`src/rtl/mc_cpu_core_hs_if.sv`:
```
// Memory port of mc_cpu_core_hs: single outstanding req/ack transfer, read data valid with ack.
interface mc_cpu_core_hs_if #(
    parameter int ADDR_W = 32
);
    logic              mem_req;
    logic              mem_we;
    logic [ADDR_W-1:0] mem_addr;
    logic [31:0]       mem_wdata;
    logic              mem_ack;
    logic [31:0]       mem_rdata;

    modport master (
        output mem_req, mem_we, mem_addr, mem_wdata,
        input  mem_ack, mem_rdata
    );

    modport slave (
        input  mem_req, mem_we, mem_addr, mem_wdata,
        output mem_ack, mem_rdata
    );
endinterface

```
`src/rtl/mc_cpu_core_hs.sv`:
```
// Multi-cycle MIPS-subset core with a stalling req/ack memory port and sticky traps
// for illegal opcodes, misaligned lw/sw and memory timeouts.
module mc_cpu_core_hs #(
    parameter logic [31:0] RESET_PC    = 32'h0000_0000,
    parameter int          ADDR_W      = 32,
    parameter int          TIMEOUT_CYC = 255
) (
    input  logic             clk,
    input  logic             rst,
    mc_cpu_core_hs_if.master m_mem,
    output logic             o_retire,
    output logic [31:0]      o_pc,
    output logic             o_trap,
    output logic [1:0]       o_trap_cause
);
    localparam logic [2:0] S_FETCH  = 3'd0;
    localparam logic [2:0] S_DECODE = 3'd1;
    localparam logic [2:0] S_EXEC   = 3'd2;
    localparam logic [2:0] S_MEM    = 3'd3;
    localparam logic [2:0] S_WB     = 3'd4;
    localparam logic [2:0] S_TRAP   = 3'd5;

    localparam logic [5:0] OP_R = 6'h00, OP_J = 6'h02, OP_JAL = 6'h03, OP_BEQ = 6'h04;
    localparam logic [5:0] OP_ADDIU = 6'h09, OP_LUI = 6'h0F, OP_LW = 6'h23, OP_SW = 6'h2B;
    localparam logic [5:0] FN_SLL = 6'h00, FN_JR = 6'h08, FN_ADDU = 6'h21, FN_SUBU = 6'h23;
    localparam logic [5:0] FN_AND = 6'h24, FN_OR = 6'h25, FN_SLT = 6'h2A;

    localparam int TO_W = (TIMEOUT_CYC > 1) ? $clog2(TIMEOUT_CYC) : 1;

    logic [2:0]      r_state;
    logic [31:0]     r_pc, r_ipc, r_ir, r_a, r_b, r_alu, r_mdr;
    logic [31:0]     r_rf [0:31];
    logic            r_mem_req;
    logic [TO_W-1:0] r_to_cnt;
    logic [1:0]      r_cause;

    logic [5:0]  w_op, w_fn;
    logic [4:0]  w_rs, w_rt, w_rd, w_dest;
    logic [31:0] w_sext, w_alu, w_addr_full;
    logic        w_is_r, w_is_jr, w_is_mem, w_legal, w_ack, w_timeout;

    assign w_op     = r_ir[31:26];
    assign w_rs     = r_ir[25:21];
    assign w_rt     = r_ir[20:16];
    assign w_rd     = r_ir[15:11];
    assign w_fn     = r_ir[5:0];
    assign w_sext   = {{16{r_ir[15]}}, r_ir[15:0]};
    assign w_is_r   = (w_op == OP_R);
    assign w_is_jr  = w_is_r && (w_fn == FN_JR);
    assign w_is_mem = (w_op == OP_LW) || (w_op == OP_SW);
    assign w_dest   = w_is_r ? w_rd : w_rt;

    assign w_legal = w_is_r ? (w_fn == FN_SLL || w_fn == FN_JR || w_fn == FN_ADDU ||
                               w_fn == FN_SUBU || w_fn == FN_AND || w_fn == FN_OR ||
                               w_fn == FN_SLT)
                            : (w_op == OP_J || w_op == OP_JAL || w_op == OP_BEQ ||
                               w_op == OP_ADDIU || w_op == OP_LUI || w_is_mem);

    // Acks are honoured only while a request is actually outstanding.
    assign w_ack     = r_mem_req && m_mem.mem_ack;
    assign w_timeout = (TIMEOUT_CYC != 0) && r_mem_req && !m_mem.mem_ack &&
                       (r_to_cnt == TO_W'(TIMEOUT_CYC - 1));

    // NOTE: every output of always_comb gets a default first so no latch is inferred.
    always_comb begin
        w_alu = r_a + w_sext;
        if (w_is_r) begin
            case (w_fn)
                FN_SUBU: w_alu = r_a - r_b;
                FN_AND:  w_alu = r_a & r_b;
                FN_OR:   w_alu = r_a | r_b;
                FN_SLT:  w_alu = {31'd0, $signed(r_a) < $signed(r_b)};
                FN_SLL:  w_alu = r_b << r_ir[10:6];
                default: w_alu = r_a + r_b;
            endcase
        end else if (w_op == OP_LUI) begin
            w_alu = {r_ir[15:0], 16'h0000};
        end
    end

    function automatic logic [31:0] rf_rd(input logic [4:0] idx);
        return (idx == 5'd0) ? 32'd0 : r_rf[idx];
    endfunction

    // NOTE: the register file is reset explicitly because software may rely on r1..r31 = 0.
    always_ff @(posedge clk or posedge rst) begin
        if (rst) begin
            r_state   <= S_FETCH;
            r_pc      <= RESET_PC;
            r_ipc     <= RESET_PC;
            r_ir      <= '0;
            r_a       <= '0;
            r_b       <= '0;
            r_alu     <= '0;
            r_mdr     <= '0;
            r_mem_req <= 1'b0;
            r_to_cnt  <= '0;
            r_cause   <= 2'd0;
            for (int i = 0; i < 32; i++) r_rf[i] <= '0;
        end else begin
            r_to_cnt <= (r_mem_req && !m_mem.mem_ack) ? r_to_cnt + TO_W'(1) : '0;
            case (r_state)
                S_FETCH: begin
                    if (!r_mem_req) begin
                        r_mem_req <= 1'b1;
                    end else if (w_ack) begin
                        r_ir      <= m_mem.mem_rdata;
                        r_ipc     <= r_pc;
                        r_pc      <= r_pc + 32'd4;
                        r_mem_req <= 1'b0;
                        r_state   <= S_DECODE;
                    end else if (w_timeout) begin
                        r_ipc     <= r_pc;
                        r_mem_req <= 1'b0;
                        r_cause   <= 2'd2;
                        r_state   <= S_TRAP;
                    end
                end
                S_DECODE: begin
                    r_a   <= rf_rd(w_rs);
                    r_b   <= rf_rd(w_rt);
                    r_alu <= r_pc + {w_sext[29:0], 2'b00};
                    if (!w_legal) begin
                        r_cause <= 2'd0;
                        r_state <= S_TRAP;
                    end else if (w_op == OP_J || w_op == OP_JAL) begin
                        r_pc <= {r_pc[31:28], r_ir[25:0], 2'b00};
                        if (w_op == OP_JAL) r_rf[31] <= r_pc;
                        r_mem_req <= 1'b1;
                        r_state   <= S_FETCH;
                    end else begin
                        r_state <= S_EXEC;
                    end
                end
                S_EXEC: begin
                    if (w_op == OP_BEQ) begin
                        if (r_a == r_b) r_pc <= r_alu;
                        r_mem_req <= 1'b1;
                        r_state   <= S_FETCH;
                    end else if (w_is_jr) begin
                        r_pc      <= r_a;
                        r_mem_req <= 1'b1;
                        r_state   <= S_FETCH;
                    end else if (w_is_mem) begin
                        r_alu <= w_alu;
                        if (w_alu[1:0] != 2'b00) begin
                            r_cause <= 2'd1;
                            r_state <= S_TRAP;
                        end else begin
                            r_mem_req <= 1'b1;
                            r_state   <= S_MEM;
                        end
                    end else begin
                        r_alu   <= w_alu;
                        r_state <= S_WB;
                    end
                end
                S_MEM: begin
                    if (w_ack) begin
                        r_mem_req <= 1'b0;
                        if (w_op == OP_LW) begin
                            r_mdr   <= m_mem.mem_rdata;
                            r_state <= S_WB;
                        end else begin
                            r_state <= S_FETCH;
                        end
                    end else if (w_timeout) begin
                        r_mem_req <= 1'b0;
                        r_cause   <= 2'd2;
                        r_state   <= S_TRAP;
                    end
                end
                S_WB: begin
                    if (w_dest != 5'd0) r_rf[w_dest] <= (w_op == OP_LW) ? r_mdr : r_alu;
                    r_mem_req <= 1'b1;
                    r_state   <= S_FETCH;
                end
                S_TRAP:  r_state <= S_TRAP;
                default: r_state <= S_TRAP;
            endcase
        end
    end

    // Bits [1:0] are forced low so a misaligned jr target can never reach the bus.
    assign w_addr_full     = (r_state == S_MEM) ? r_alu : r_pc;
    assign m_mem.mem_req   = r_mem_req;
    assign m_mem.mem_we    = (r_state == S_MEM) && (w_op == OP_SW);
    assign m_mem.mem_addr  = {w_addr_full[ADDR_W-1:2], 2'b00};
    assign m_mem.mem_wdata = r_b;

    assign o_retire = (r_state == S_WB) ||
                      (r_state == S_DECODE && (w_op == OP_J || w_op == OP_JAL)) ||
                      (r_state == S_EXEC && (w_op == OP_BEQ || w_is_jr)) ||
                      (r_state == S_MEM && w_ack && w_op == OP_SW);
    assign o_pc         = (r_state == S_FETCH) ? r_pc : r_ipc;
    assign o_trap       = (r_state == S_TRAP);
    assign o_trap_cause = r_cause;
endmodule
```
`src/flat_wrapper.sv`:
```
// flat-port wrapper written by rule: the top's interface ports become plain ports
module mc_cpu_core_hs_flat 
#(
    parameter logic [31:0] RESET_PC    = 32'h0000_0000,
    parameter int          ADDR_W      = 32,
    parameter int          TIMEOUT_CYC = 255
)
  (clk, rst, o_retire, o_pc, o_trap, o_trap_cause, m_mem_mem_req, m_mem_mem_we, m_mem_mem_addr, m_mem_mem_wdata, m_mem_mem_ack, m_mem_mem_rdata);
  mc_cpu_core_hs_if #(.ADDR_W(ADDR_W)) m_mem_i ();
  input  logic clk;
  input  logic rst;
  output logic o_retire;
  output logic [31:0] o_pc;
  output logic o_trap;
  output logic [1:0] o_trap_cause;
  output wire logic [$bits(m_mem_i.mem_req)-1:0] m_mem_mem_req;
  output wire logic [$bits(m_mem_i.mem_we)-1:0] m_mem_mem_we;
  output wire logic [$bits(m_mem_i.mem_addr)-1:0] m_mem_mem_addr;
  output wire logic [$bits(m_mem_i.mem_wdata)-1:0] m_mem_mem_wdata;
  input wire logic [$bits(m_mem_i.mem_ack)-1:0] m_mem_mem_ack;
  input wire logic [$bits(m_mem_i.mem_rdata)-1:0] m_mem_mem_rdata;
  assign m_mem_mem_req = m_mem_i.mem_req;
  assign m_mem_mem_we = m_mem_i.mem_we;
  assign m_mem_mem_addr = m_mem_i.mem_addr;
  assign m_mem_mem_wdata = m_mem_i.mem_wdata;
  assign m_mem_i.mem_ack = m_mem_mem_ack;
  assign m_mem_i.mem_rdata = m_mem_mem_rdata;
  mc_cpu_core_hs #(.RESET_PC(RESET_PC), .ADDR_W(ADDR_W), .TIMEOUT_CYC(TIMEOUT_CYC)) u_core (.clk(clk), .rst(rst), .m_mem(m_mem_i), .o_retire(o_retire), .o_pc(o_pc), .o_trap(o_trap), .o_trap_cause(o_trap_cause));
endmodule
```
`config.mk`:
```
export PLATFORM = sky130hd
export DESIGN_NAME = mc_cpu_core_hs_flat
export DESIGN_NICKNAME = d
export VERILOG_FILES = /design/src/rtl/mc_cpu_core_hs_if.sv /design/src/rtl/mc_cpu_core_hs.sv /design/src/flat_wrapper.sv
export SDC_FILE = /design/constraint.sdc
export NUM_CORES = 2
export LEC_CHECK = 0
export BUFFER_PORTS_ARGS = -buffer_cell sky130_fd_sc_hd__buf_2
export CAP_MARGIN = 0
export CELL_PAD_IN_SITES_DETAIL_PLACEMENT = 2
export CELL_PAD_IN_SITES_GLOBAL_PLACEMENT = 2
export CORE_MARGIN = 1
export CORE_UTILIZATION = 42
export DETAILED_ROUTE_END_ITERATION = 16
export PLACE_DENSITY_LB_ADDON = 0.1
export SLEW_MARGIN = 15
export SYNTH_ARGS = -nofsm -noshare
export SYNTH_HDL_FRONTEND = slang
export SYNTH_SLANG_ARGS = --single-unit
```
`constraint.sdc`:
```
create_clock -name clk -period 44.5 [get_ports clk]
set_clock_uncertainty 0.2 [all_clocks]
set_input_delay 2.225 -clock clk [delete_from_list [all_inputs] [get_ports clk]]
set_output_delay 2.225 -clock clk [all_outputs]
set_load 0.01 [all_outputs]
```
==> impl_metrics.csv <==
group,metric,value,unit
status,status,"finished clean",
drt,routed_via_density,6.80,
global_route,grt_max_degree,159,
drt,drt_iter0_drc,6495,
clock_network,postCtsResizedCells,0,
floorplan,die_area,0.178,mm2
clock_network,cts_tree,"done",
clock_network,postCtsSetupRepairBufs,0,
drt,drtAntennaViolNets,0,
sta,worstMarginPinSlew,1.34,ns
drt,post_drt_wl_per_cell,36.8,um
clock_network,hold_buffers,0,
worst_setup_path,worstSetupEndpointType,"flop",
power,clockPowerShare,53.6,%
clock_network,clk_latency,0.85,ns
power,total_power,2.54,mW
worst_setup_path,cp-start-kind,"flop",
yosys,synth_edf_count,0,
yosys,syn_area_per_cell,10.0,um2
placed_design,numPortBuffers,134,
sta,max_freq,165,MHz
power,powerDensity,30.7,mW/mm2
worst_setup_path,crit_fanout,6,
worst_setup_path,cp.arrival,6.53,ns
flow_run,maxCapViolCount,0,
layout,stdcell_area,0.0827,mm2
sta,period_needed,6.06,ns
drt,via_count,65589,
clock_network,cts_buffers,151,
yosys,synth_warnings,0,
global_route,grt_pass1_vias,71083,
layout,nFillCells,18013,
yosys,synth_common_cells,"1262 x dfrtp_1, 1127 x nand2_1, 838 x o21ai_0, 670 x a21oi_1, 587 x nor2_1",
sta,rsz0062_at_grt,"false",
sta,fin_tns_setup,0,ns
power,vdd_drop_max,0.0000331,V
layout,nNetsFinal,7386,
placed_design,dp_hpwl,236,mm
sta,fin_ws,38.44,ns
clock_network,root_buffer,"clkbuf_16",
placed_design,placed_cells,9356,
global_route,grt_remaining_overflow,0,
placed_design,gp_congestion,0.972,
worst_setup_path,critPathKind,"reg -> reg",
placed_design,placed_area,0.0771,mm2
yosys,yosysTopAreaCellShare,42.6,%
yosys,async_reset_ff_share,100,%
power,p_seq_share,45.2,%
clock_network,clock_path_buffers,3,
worst_setup_path,max_stage_delay,0.98,ns
sta,period_share,13.6,%
yosys,ys_seq_elements,1262,
yosys,synth-main-ff-cell,"dfrtp_1",
power,switchingPower,0.584,mW
power,p_leak,34.4,nW
yosys,ys_seq_area_share,42.6,%
floorplan,die_w,422,um
floorplan,rows,153,
yosys,synth_area,0.0742,mm2
layout,layout.cells.non_filler,9644,
clock_network,cts_htree_levels,4,
floorplan,ios,137,
worst_setup_path,slowest_stage,"dfrtp_1",
floorplan,start_util,42.5,%
layout,synthToLayoutAreaGrowth,11.4,%
layout,post-route-util,47.3,%
power,p_comb_share,1.1,%
yosys,synth_top_area_cell,"dfrtp_1",
layout,drive_gt1_share,18.8,%
yosys,synth.most_common_cell,"dfrtp_1",
sta,slew_viol_final,0,
global_route,grt_pass1_wl,516,mm
power,p_int,1.95,mW
worst_setup_path,worstPathRequired,44.97,ns
clock_network,cts.sinks,1262,
drt,first_pass_iters,5,
drt,drc,0,
global_route,antenna_found_initial,20,
power,p_sw_share,23.0,%
yosys,postSynthCellCount,7423,
worst_hold_path,min_path_type,"reg -> reg",
global_route,grt_util_all_layers,39.6,%
sta,slew_headroom,10.2,%
floorplan,core-area,0.175,mm2
placed_design,pre_cts_slack,37.93,ns
floorplan,die_h,422,um
worst_setup_path,crit_chain,"inv_1 > ha_1 > nor4_1 > o31a_1 > o31ai_1 > and4_1 > o311ai_1 > a2bb2o_1 > a2111oi_0 > o211ai_1 > a31o_2",
sta,setup_viol,0,
clock_network,clkTransAtPathRegs,0.06,ns
yosys,synth_area_leaders,"dfrtp_1 43%, mux4_2 16%, nand2_1 5.7%",
yosys,synth_cell_types,90,
sta,hold-worst-slack,0.203,ns
drt,finalWirelength,354,mm
sta,hold_viol_final,0,
-- registers in the layout, indices dropped and copies added, names as in the netlist --
name                    cells
u_core.r_pc                32
u_core.r_a                 32
u_core.m_mem.mem_req        1
u_core.r_rf              1024
u_core.r_mdr               32
u_core.r_to_cnt             8
u_core.r_ir                32
u_core.o_trap_cause         2
u_core.r_alu               32
u_core.r_state              3
u_core.m_mem.mem_wdata     32
u_core.r_ipc               32
-- placed cells by master, fill, tap and decap left out, types with 20 or more instances in the layout --
cell / instances
o211ai_1: 40
a31oi_1: 31
inv_1: 128
o22ai_1: 92
a211oi_1: 48
mux2_2: 158
nand2b_1: 34
nand2_1: 1106
and2_1: 20
o31ai_1: 38
and3_1: 21
buf_2: 134
nand4_1: 23
dfrtp_1: 1250
clkinv_2: 28
a21o_1: 46
a221oi_1: 62
clkbuf_1: 22
clkbuf_16: 153
nand3_1: 61
o21ai_0: 836
ha_1: 159
nor3_1: 61
mux2i_1: 217
mux2i_4: 22
o221ai_1: 69
nor2_1: 573
or3_1: 28
xor2_1: 24
mux4_2: 515
a21oi_1: 670
buf_4: 173
xnor2_1: 41
a22o_1: 25
clkbuf_8: 36
-- critical path, delay by kind of cell (launching register included) --
family | cells | cell delay [ns]
AO/OA/AOI/OAI | 7 | 2.81
buffers and inverters | 1 | 0.58
AND/OR/NAND/NOR | 2 | 0.80
flip-flops | 1 | 0.98
adder cells (fa/ha/maj) | 1 | 0.55
-- layout make-up --
type                       count  area (um2)  area share, %
clock inverter                64        1010           1.22
multi-input combinational   5323       40000           48.4
antenna                        9        22.5         0.0272
clock buffer                 211        4410           5.33
inverter                     132         503          0.609
timing repair buffer         318        2200           2.66
sequential                  1262       31600           38.3
tap                         2325        2910           3.52
-- power groups by stage --
| stage | registers, mW | logic (mW) | clock network (mW) |
|---|---|---|---|
| after global placement | 1.17 | 0.0293 | 0 |
| after floorplan | 1.17 | 0.0168 | 0 |
| after CTS | 1.15 | 0.0298 | 1.38 |
| final | 1.15 | 0.0283 | 1.36 |
| after detailed placement | 1.17 | 0.0297 | 0 |
| after global routing | 1.15 | 0.0320 | 1.41 |
-- cells by family after synthesis --
family,synth area share (%)
DFF,42.6
buffers and inverters,4.35
and+or+nand+nor,11.4
adders and majority gates,2.79
AOI/OAI and AO/OA,16.7
muxes,21.4
other,0.00505
xor gates and xnor gates,0.767
-- final timing paths --
kind                                          startpoint                       endpoint  slack [ns]  cells after the start
setup reg to reg               u_core.r_a[6]$_DFFE_PP0P_   u_core.r_alu[30]$_DFFE_PP0P_       38.44                     11
setup / recovery               u_core.r_a[6]$_DFFE_PP0P_   u_core.r_alu[30]$_DFFE_PP0P_       38.44                     11
min in group asynchronous                            rst   u_core.r_rf[198]$_DFFE_PP0P_        1.29                      2
hold / removal             u_core.r_rf[1015]$_DFFE_PP0P_  u_core.r_rf[1015]$_DFFE_PP0P_        0.20                      0
max in group asynchronous                            rst   u_core.r_rf[377]$_DFFE_PP0P_       38.93                      6
hold reg to reg            u_core.r_rf[1015]$_DFFE_PP0P_  u_core.r_rf[1015]$_DFFE_PP0P_        0.20                      0
-- per-layer routing --
layer	track usage [%]	part of all wire [%]	vias to the layer above
met5	0	0.045	-
met4	20.6	6.0	24
met3	7.97	7.5	931
met2	62.2	46	2815
met1	51.9	41	35302
li1	-	-	26517
No activity file was read; power rests on OpenSTA's default activity.
